## src/rtl/frame_sync.sv

```systemverilog
`default_nettype none
// ============================================================================
// Module      : frame_sync
// Description : Hunts a decoded serial bit stream for a sync word, forwards
//               one frame of payload bits, verifies the trailing XOR checksum
//               byte and aborts the frame when the gap between bits grows too
//               long.
// Revision    : 1.0 - initial release
// ============================================================================
module frame_sync #(
  parameter logic [7:0] SYNC_WORD      = 8'hD5,
  parameter int         PAYLOAD_BYTES  = 16,
  parameter int         TIMEOUT_CYCLES = 1024
) (
  input  logic clock,
  input  logic reset_n,
  input  logic enable,
  input  logic serial_clock,
  input  logic serial_data,
  output logic frame_start,
  output logic payload_clock,
  output logic payload_data,
  output logic frame_done,
  output logic frame_ok,
  output logic frame_abort,
  output logic locked
);

  localparam int C_BIT_W = $clog2(PAYLOAD_BYTES * 8);
  localparam int C_GAP_W = $clog2(TIMEOUT_CYCLES + 1);
  localparam logic [C_BIT_W-1:0] C_LAST_BIT  = C_BIT_W'(PAYLOAD_BYTES * 8 - 1);
  localparam logic [C_GAP_W-1:0] C_TIMEOUT   = C_GAP_W'(TIMEOUT_CYCLES);
  localparam logic [3:0]         C_HUNT_FULL = 4'd8;

  typedef enum logic [1:0] {
    ST_HUNT    = 2'd0,
    ST_PAYLOAD = 2'd1,
    ST_CHECK   = 2'd2
  } state_t;

  state_t               r_state;
  logic [7:0]           r_shreg;
  logic [3:0]           r_hunt_cnt;
  logic [C_BIT_W-1:0]   r_bit_cnt;
  logic [7:0]           r_csum;
  logic [7:0]           r_rx_csum;
  logic [C_GAP_W-1:0]   r_gap_cnt;
  logic                 r_frame_start;
  logic                 r_payload_clock;
  logic                 r_payload_data;
  logic                 r_frame_done;
  logic                 r_frame_ok;
  logic                 r_frame_abort;
  logic                 r_locked;

  state_t               w_state_nxt;
  logic [7:0]           w_shreg_nxt;
  logic [3:0]           w_hunt_cnt_nxt;
  logic [C_BIT_W-1:0]   w_bit_cnt_nxt;
  logic [7:0]           w_csum_nxt;
  logic [7:0]           w_rx_csum_nxt;
  logic [C_GAP_W-1:0]   w_gap_cnt_nxt;
  logic                 w_frame_start_nxt;
  logic                 w_payload_clock_nxt;
  logic                 w_payload_data_nxt;
  logic                 w_frame_done_nxt;
  logic                 w_frame_ok_nxt;
  logic                 w_frame_abort_nxt;

  // A bit only counts while enabled; an enabled cycle without a bit is idle.
  logic                 w_bit_ev;
  logic                 w_idle;
  logic [7:0]           w_shift;
  logic [3:0]           w_hunt_inc;
  logic [7:0]           w_rx_shift;
  logic [C_GAP_W-1:0]   w_gap_inc;
  logic [C_BIT_W-1:0]   w_bit_inc;
  logic [2:0]           w_csum_idx;

  assign w_bit_ev   = enable & serial_clock;
  assign w_idle     = enable & ~serial_clock;
  assign w_shift    = {r_shreg[6:0], serial_data};
  assign w_hunt_inc = (r_hunt_cnt == C_HUNT_FULL) ? C_HUNT_FULL : (r_hunt_cnt + 4'd1);
  assign w_rx_shift = {r_rx_csum[6:0], serial_data};
  assign w_gap_inc  = r_gap_cnt + C_GAP_W'(1);
  assign w_bit_inc  = r_bit_cnt + C_BIT_W'(1);
  // Payload bits arrive MSB-first within each byte.
  assign w_csum_idx = 3'd7 - r_bit_cnt[2:0];

  // Next-state, counter and output-pulse logic.
  always_comb begin
    w_state_nxt         = r_state;
    w_shreg_nxt         = r_shreg;
    w_hunt_cnt_nxt      = r_hunt_cnt;
    w_bit_cnt_nxt       = r_bit_cnt;
    w_csum_nxt          = r_csum;
    w_rx_csum_nxt       = r_rx_csum;
    w_gap_cnt_nxt       = r_gap_cnt;
    w_frame_start_nxt   = 1'b0;
    w_payload_clock_nxt = 1'b0;
    w_payload_data_nxt  = 1'b0;
    w_frame_done_nxt    = 1'b0;
    w_frame_ok_nxt      = r_frame_ok;
    w_frame_abort_nxt   = 1'b0;

    case (r_state)
      ST_HUNT: begin
        w_gap_cnt_nxt = '0;
        if (w_bit_ev) begin
          w_shreg_nxt    = w_shift;
          w_hunt_cnt_nxt = w_hunt_inc;
          // Require 8 fresh bits since entering HUNT before a match counts.
          if ((w_shift == SYNC_WORD) && (w_hunt_inc == C_HUNT_FULL)) begin
            w_state_nxt       = ST_PAYLOAD;
            w_bit_cnt_nxt     = '0;
            w_csum_nxt        = '0;
            w_frame_start_nxt = 1'b1;
          end
        end
      end

      ST_PAYLOAD, ST_CHECK: begin
        // A bit arriving in the timeout cycle takes priority over the abort.
        if (w_bit_ev) begin
          w_gap_cnt_nxt = '0;
          if (r_state == ST_PAYLOAD) begin
            w_payload_clock_nxt    = 1'b1;
            w_payload_data_nxt     = serial_data;
            w_csum_nxt[w_csum_idx] = r_csum[w_csum_idx] ^ serial_data;
            if (r_bit_cnt == C_LAST_BIT) begin
              w_state_nxt   = ST_CHECK;
              w_bit_cnt_nxt = '0;
            end else begin
              w_bit_cnt_nxt = w_bit_inc;
            end
          end else begin
            w_rx_csum_nxt = w_rx_shift;
            if (r_bit_cnt[2:0] == 3'd7) begin
              w_frame_ok_nxt   = (w_rx_shift == r_csum);
              w_frame_done_nxt = 1'b1;
              w_state_nxt      = ST_HUNT;
              w_shreg_nxt      = '0;
              w_hunt_cnt_nxt   = '0;
              w_bit_cnt_nxt    = '0;
            end else begin
              w_bit_cnt_nxt = w_bit_inc;
            end
          end
        end else if (w_idle) begin
          w_gap_cnt_nxt = w_gap_inc;
          if (w_gap_inc == C_TIMEOUT) begin
            w_frame_abort_nxt = 1'b1;
            w_state_nxt       = ST_HUNT;
            w_shreg_nxt       = '0;
            w_hunt_cnt_nxt    = '0;
            w_bit_cnt_nxt     = '0;
            w_gap_cnt_nxt     = '0;
          end
        end
      end

      default: begin
        w_state_nxt    = ST_HUNT;
        w_shreg_nxt    = '0;
        w_hunt_cnt_nxt = '0;
        w_gap_cnt_nxt  = '0;
      end
    endcase
  end

  // State, counters and registered outputs.
  always_ff @(posedge clock or negedge reset_n) begin
    if (!reset_n) begin
      r_state         <= ST_HUNT;
      r_shreg         <= '0;
      r_hunt_cnt      <= '0;
      r_bit_cnt       <= '0;
      r_csum          <= '0;
      r_rx_csum       <= '0;
      r_gap_cnt       <= '0;
      r_frame_start   <= 1'b0;
      r_payload_clock <= 1'b0;
      r_payload_data  <= 1'b0;
      r_frame_done    <= 1'b0;
      r_frame_ok      <= 1'b0;
      r_frame_abort   <= 1'b0;
      r_locked        <= 1'b0;
    end else begin
      r_state         <= w_state_nxt;
      r_shreg         <= w_shreg_nxt;
      r_hunt_cnt      <= w_hunt_cnt_nxt;
      r_bit_cnt       <= w_bit_cnt_nxt;
      r_csum          <= w_csum_nxt;
      r_rx_csum       <= w_rx_csum_nxt;
      r_gap_cnt       <= w_gap_cnt_nxt;
      r_frame_start   <= w_frame_start_nxt;
      r_payload_clock <= w_payload_clock_nxt;
      r_payload_data  <= w_payload_data_nxt;
      r_frame_done    <= w_frame_done_nxt;
      r_frame_ok      <= w_frame_ok_nxt;
      r_frame_abort   <= w_frame_abort_nxt;
      r_locked        <= (w_state_nxt != ST_HUNT);
    end
  end

  assign frame_start   = r_frame_start;
  assign payload_clock = r_payload_clock;
  assign payload_data  = r_payload_data;
  assign frame_done    = r_frame_done;
  assign frame_ok      = r_frame_ok;
  assign frame_abort   = r_frame_abort;
  assign locked        = r_locked;

endmodule
`default_nettype wire

```

## config.mk

```make
export PLATFORM = sky130hd
export DESIGN_NAME = frame_sync
export DESIGN_NICKNAME = d
export VERILOG_FILES = /design/src/rtl/frame_sync.sv
export SDC_FILE = /design/constraint.sdc
export NUM_CORES = 1
export LEC_CHECK = 0
export BUFFER_PORTS_ARGS = -buffer_cell sky130_fd_sc_hd__buf_2
export CAP_MARGIN = 20
export CORE_UTILIZATION = 40
export DETAILED_ROUTE_END_ITERATION = 8
export HOLD_SLACK_MARGIN = 0.12
export SYNTH_ARGS = -nofsm -noshare
export SYNTH_HDL_FRONTEND = slang
export SYNTH_SLANG_ARGS = --single-unit
```

## constraint.sdc

```tcl
create_clock -name clock -period 2.97 [get_ports clock]
set_clock_uncertainty 0.15 [all_clocks]
set_input_delay 0.297 -clock clock [delete_from_list [all_inputs] [get_ports clock]]
set_output_delay 0.297 -clock clock [all_outputs]
set_load 0.02 [all_outputs]
```

==> impl_metrics.env <==
export IMPL_clk_pin_slew_ns=0.10
export IMPL_ios=12
export IMPL_area_delta_synth_final_pct=10.3
export IMPL_die_w_microns=90.4
export IMPL_floorplan_initialDensity_pct=42.2
export IMPL_grt_max_degree=33
export IMPL_netlist_instances=361
export IMPL_syn_nets=375
export IMPL_holdWs_ns=0.161
export IMPL_fin_nets=392
export IMPL_layout_cells_most_common_list="dfrtp_1, nand2_1, o21ai_0, inv_1"
export IMPL_syn_area_per_cell_sq_um=8.65
export IMPL_gr_usage_all_layers_pct=17.6
export IMPL_crit_arrival_ns=2.73
export IMPL_first_pass_iters=5
export IMPL_drtAntennaViolNets=0
export IMPL_die_area_sq_um=8170
export IMPL_rsz0062_at_grt="false"
export IMPL_antenna_found_initial=0
export IMPL_worstReg2RegStart="r_hunt_cnt[0]"
export IMPL_root_buffer="clkbuf_8"
export IMPL_viasPerCell=5.62
export IMPL_fin_total_pwr_w=0.00220
export IMPL_critPathKind="reg -> reg"
export IMPL_fin_setup_tns_ns=0
export IMPL_ys_warn_count=0
export IMPL_post_route_cell_area_sq_um=3440
export IMPL_clk_latency_ns=0.32
export IMPL_synth_async_reset_ratio_pct=100
export IMPL_synth_cell_types=52
export IMPL_die_h_microns=90.4
export IMPL_layout_drive_gt1_share_pct=12.1
export IMPL_final_common_cell="dfrtp_1"
export IMPL_htreeDepth=2
export IMPL_drc=0
export IMPL_drtIter0Drc=99
export IMPL_post_route_period_util_pct=90.5
export IMPL_cts_resized=0
export IMPL_relSlewSlack_pct=61.9
export IMPL_worst_path_max_fanout=7
export IMPL_synth_seq_cells=53
export IMPL_vdd_drop_max_mv=0.231
export IMPL_drv_cap=0
export IMPL_ys_seq_area_share_pct=42.5
export IMPL_synth_flop_cell="dfrtp_1"
export IMPL_crit_required_ns=3.02
export IMPL_end_kind="flip-flop"
export IMPL_cts_buffers=5
export IMPL_hold_path_class="in -> reg"
export IMPL_grt_pass1_wl_microns=11900
export IMPL_power_leakage_nw=1.47
export IMPL_clk_path_buf_depth=2
export IMPL_cp_start_kind="flip-flop"
export IMPL_period_needed_ns=2.69
export IMPL_tightestPinTransition_ns=0.565
export IMPL_finalSetupViolCount=0
export IMPL_holdCritStartpoint="serial_data"
export IMPL_power_density_nw_per_um2=637
export IMPL_cts_setup_buffers=0
export IMPL_num_vias=2687
export IMPL_outcome="complete, no violations"
export IMPL_core_area_sq_um=7410
export IMPL_place_port_buffers=11
export IMPL_dpl_hpwl_microns=5010
export IMPL_hold_violations=0
export IMPL_rows=31
export IMPL_slew_violations=0
export IMPL_filler_cell_count=726
export IMPL_n_antenna_cell=0
export IMPL_grt_pass1_vias=2504
export IMPL_routabilityCongestion=0.860
export IMPL_routed_wl_microns=6920
export IMPL_cp_startpoint="r_hunt_cnt[0]"
export IMPL_grt_overflow_total=0
export IMPL_cts_tree="yes"
export IMPL_route_detailed_wl_per_inst_microns=14.5
export IMPL_synth_edff_count=0
export IMPL_cts_sinks=53
export IMPL_max_freq_ghz=0.372
export IMPL_synth_area_sq_um=3120
export IMPL_placed_area_sq_um=3340
export IMPL_cts_hold_buf=1
-- worst paths after layout --
| check | end | slack, ns | depth (start not counted) |
|---|---|---|---|
| hold / removal | r_shreg[0] | 0.16 | 3 |
| setup reg to reg | r_bit_cnt[3] | 0.28 | 8 |
| hold reg to reg | r_shreg[3] | 0.36 | 2 |
| setup / recovery | r_bit_cnt[3] | 0.28 | 8 |
| max in group asynchronous | r_rx_csum[0] | 1.56 | 3 |
| min in group asynchronous | r_bit_cnt[6] | 0.33 | 2 |
-- synthesized netlist by cell type, drive strengths merged, types with 3 or more instances --
cell type / n / area, sq um
and2: 3 / 18.8
nand4: 8 / 50.1
o41ai: 3 / 26.3
ha: 9 / 113
a21oi: 18 / 90.1
or2: 3 / 18.8
nand3: 23 / 115
a31oi: 4 / 25.0
a211o: 3 / 26.3
buf: 3 / 15.0
mux2i: 4 / 40.0
or3: 6 / 37.5
a211oi: 3 / 22.5
nand2b: 8 / 50.1
dfrtp: 53 / 1330
nor2: 23 / 86.3
inv: 24 / 90.1
o21ai: 32 / 164
o31ai: 3 / 22.5
nand3b: 3 / 22.5
mux2: 8 / 90.1
clkbuf: 12 / 45.0
nor4: 3 / 25.0
o22ai: 12 / 75.1
o211ai: 3 / 22.5
xnor2: 9 / 78.8
nand2: 45 / 169
and3: 6 / 37.5
-- per-layer routing --
layer | track usage, % | wire [microns] | vias to the layer above
met5 | 0 | 0 | -
met4 | 4.84 | 53 | 0
met3 | 2.61 | 212 | 4
met2 | 27.0 | 3140 | 60
met1 | 25.7 | 3510 | 1294
li1 | - | - | 1329
-- through the flow --
step / cells / setup WS (ns) / util [%]
global route: 478 / 0.116 / 46.5
floorplan: 361 / 0.436 / -
global placement: 469 / 0.404 / 45.1
detailed placement: 469 / 0.333 / 45.1
finish: 478 / 0.282 / 46.5
CTS: 478 / 0.289 / 46.5
-- critical path: stages (launching register included) --
cell	delay, ns
dfrtp_1	0.45
inv_1	0.09
ha_1	0.16
and2_1	0.17
o2111ai_1	0.20
nor4_2	0.32
a21boi_1	0.20
or3_1	0.44
a221o_1	0.39
-- power breakdown --
part,switching (W),internal (W),leakage [nW],total (W)
clock network,0.000260,0.000171,0.0447,0.000431
logic,0.000337,0.000325,0.759,0.000661
registers,0.000205,0.000899,0.666,0.00110
total,0.000801,0.00139,1.47,0.00220
-- flip-flops by register name, indices dropped and copies added, names as in the netlist --
signal         count
r_rx_csum          7
locked             1
r_hunt_cnt         4
r_csum             8
frame_done         1
payload_data       1
r_gap_cnt         11
r_shreg            7
frame_abort        1
r_state            2
frame_ok           1
r_bit_cnt          7
frame_start        1
payload_clock      1
-- cell families (layout without fill, tap and decap cells) --
logic type	Yosys count	count (layout)	share of synthesized area, %
DFF	53	53	42.5
muxes	12	12	4.17
AOI/OAI and AO/OA	98	98	19.9
and+or+nand+nor	139	139	22.3
adders and majority gates	9	9	3.60
xor gates and xnor gates	9	9	2.52
buffers and inverters	41	59	5.05
-- area by class of cell --
type / instances / area (sq um) / area share, %
Clock buffer: 5 / 68.8 / 2.00
Clock inverter: 3 / 25.0 / 0.726
Inverter: 26 / 97.6 / 2.83
Multi-Input combinational cell: 267 / 1640 / 47.6
Sequential cell: 53 / 1330 / 38.5
Tap cell: 99 / 124 / 3.60
Timing Repair Buffer: 25 / 163 / 4.72
(Power assumes the default switching activity.)
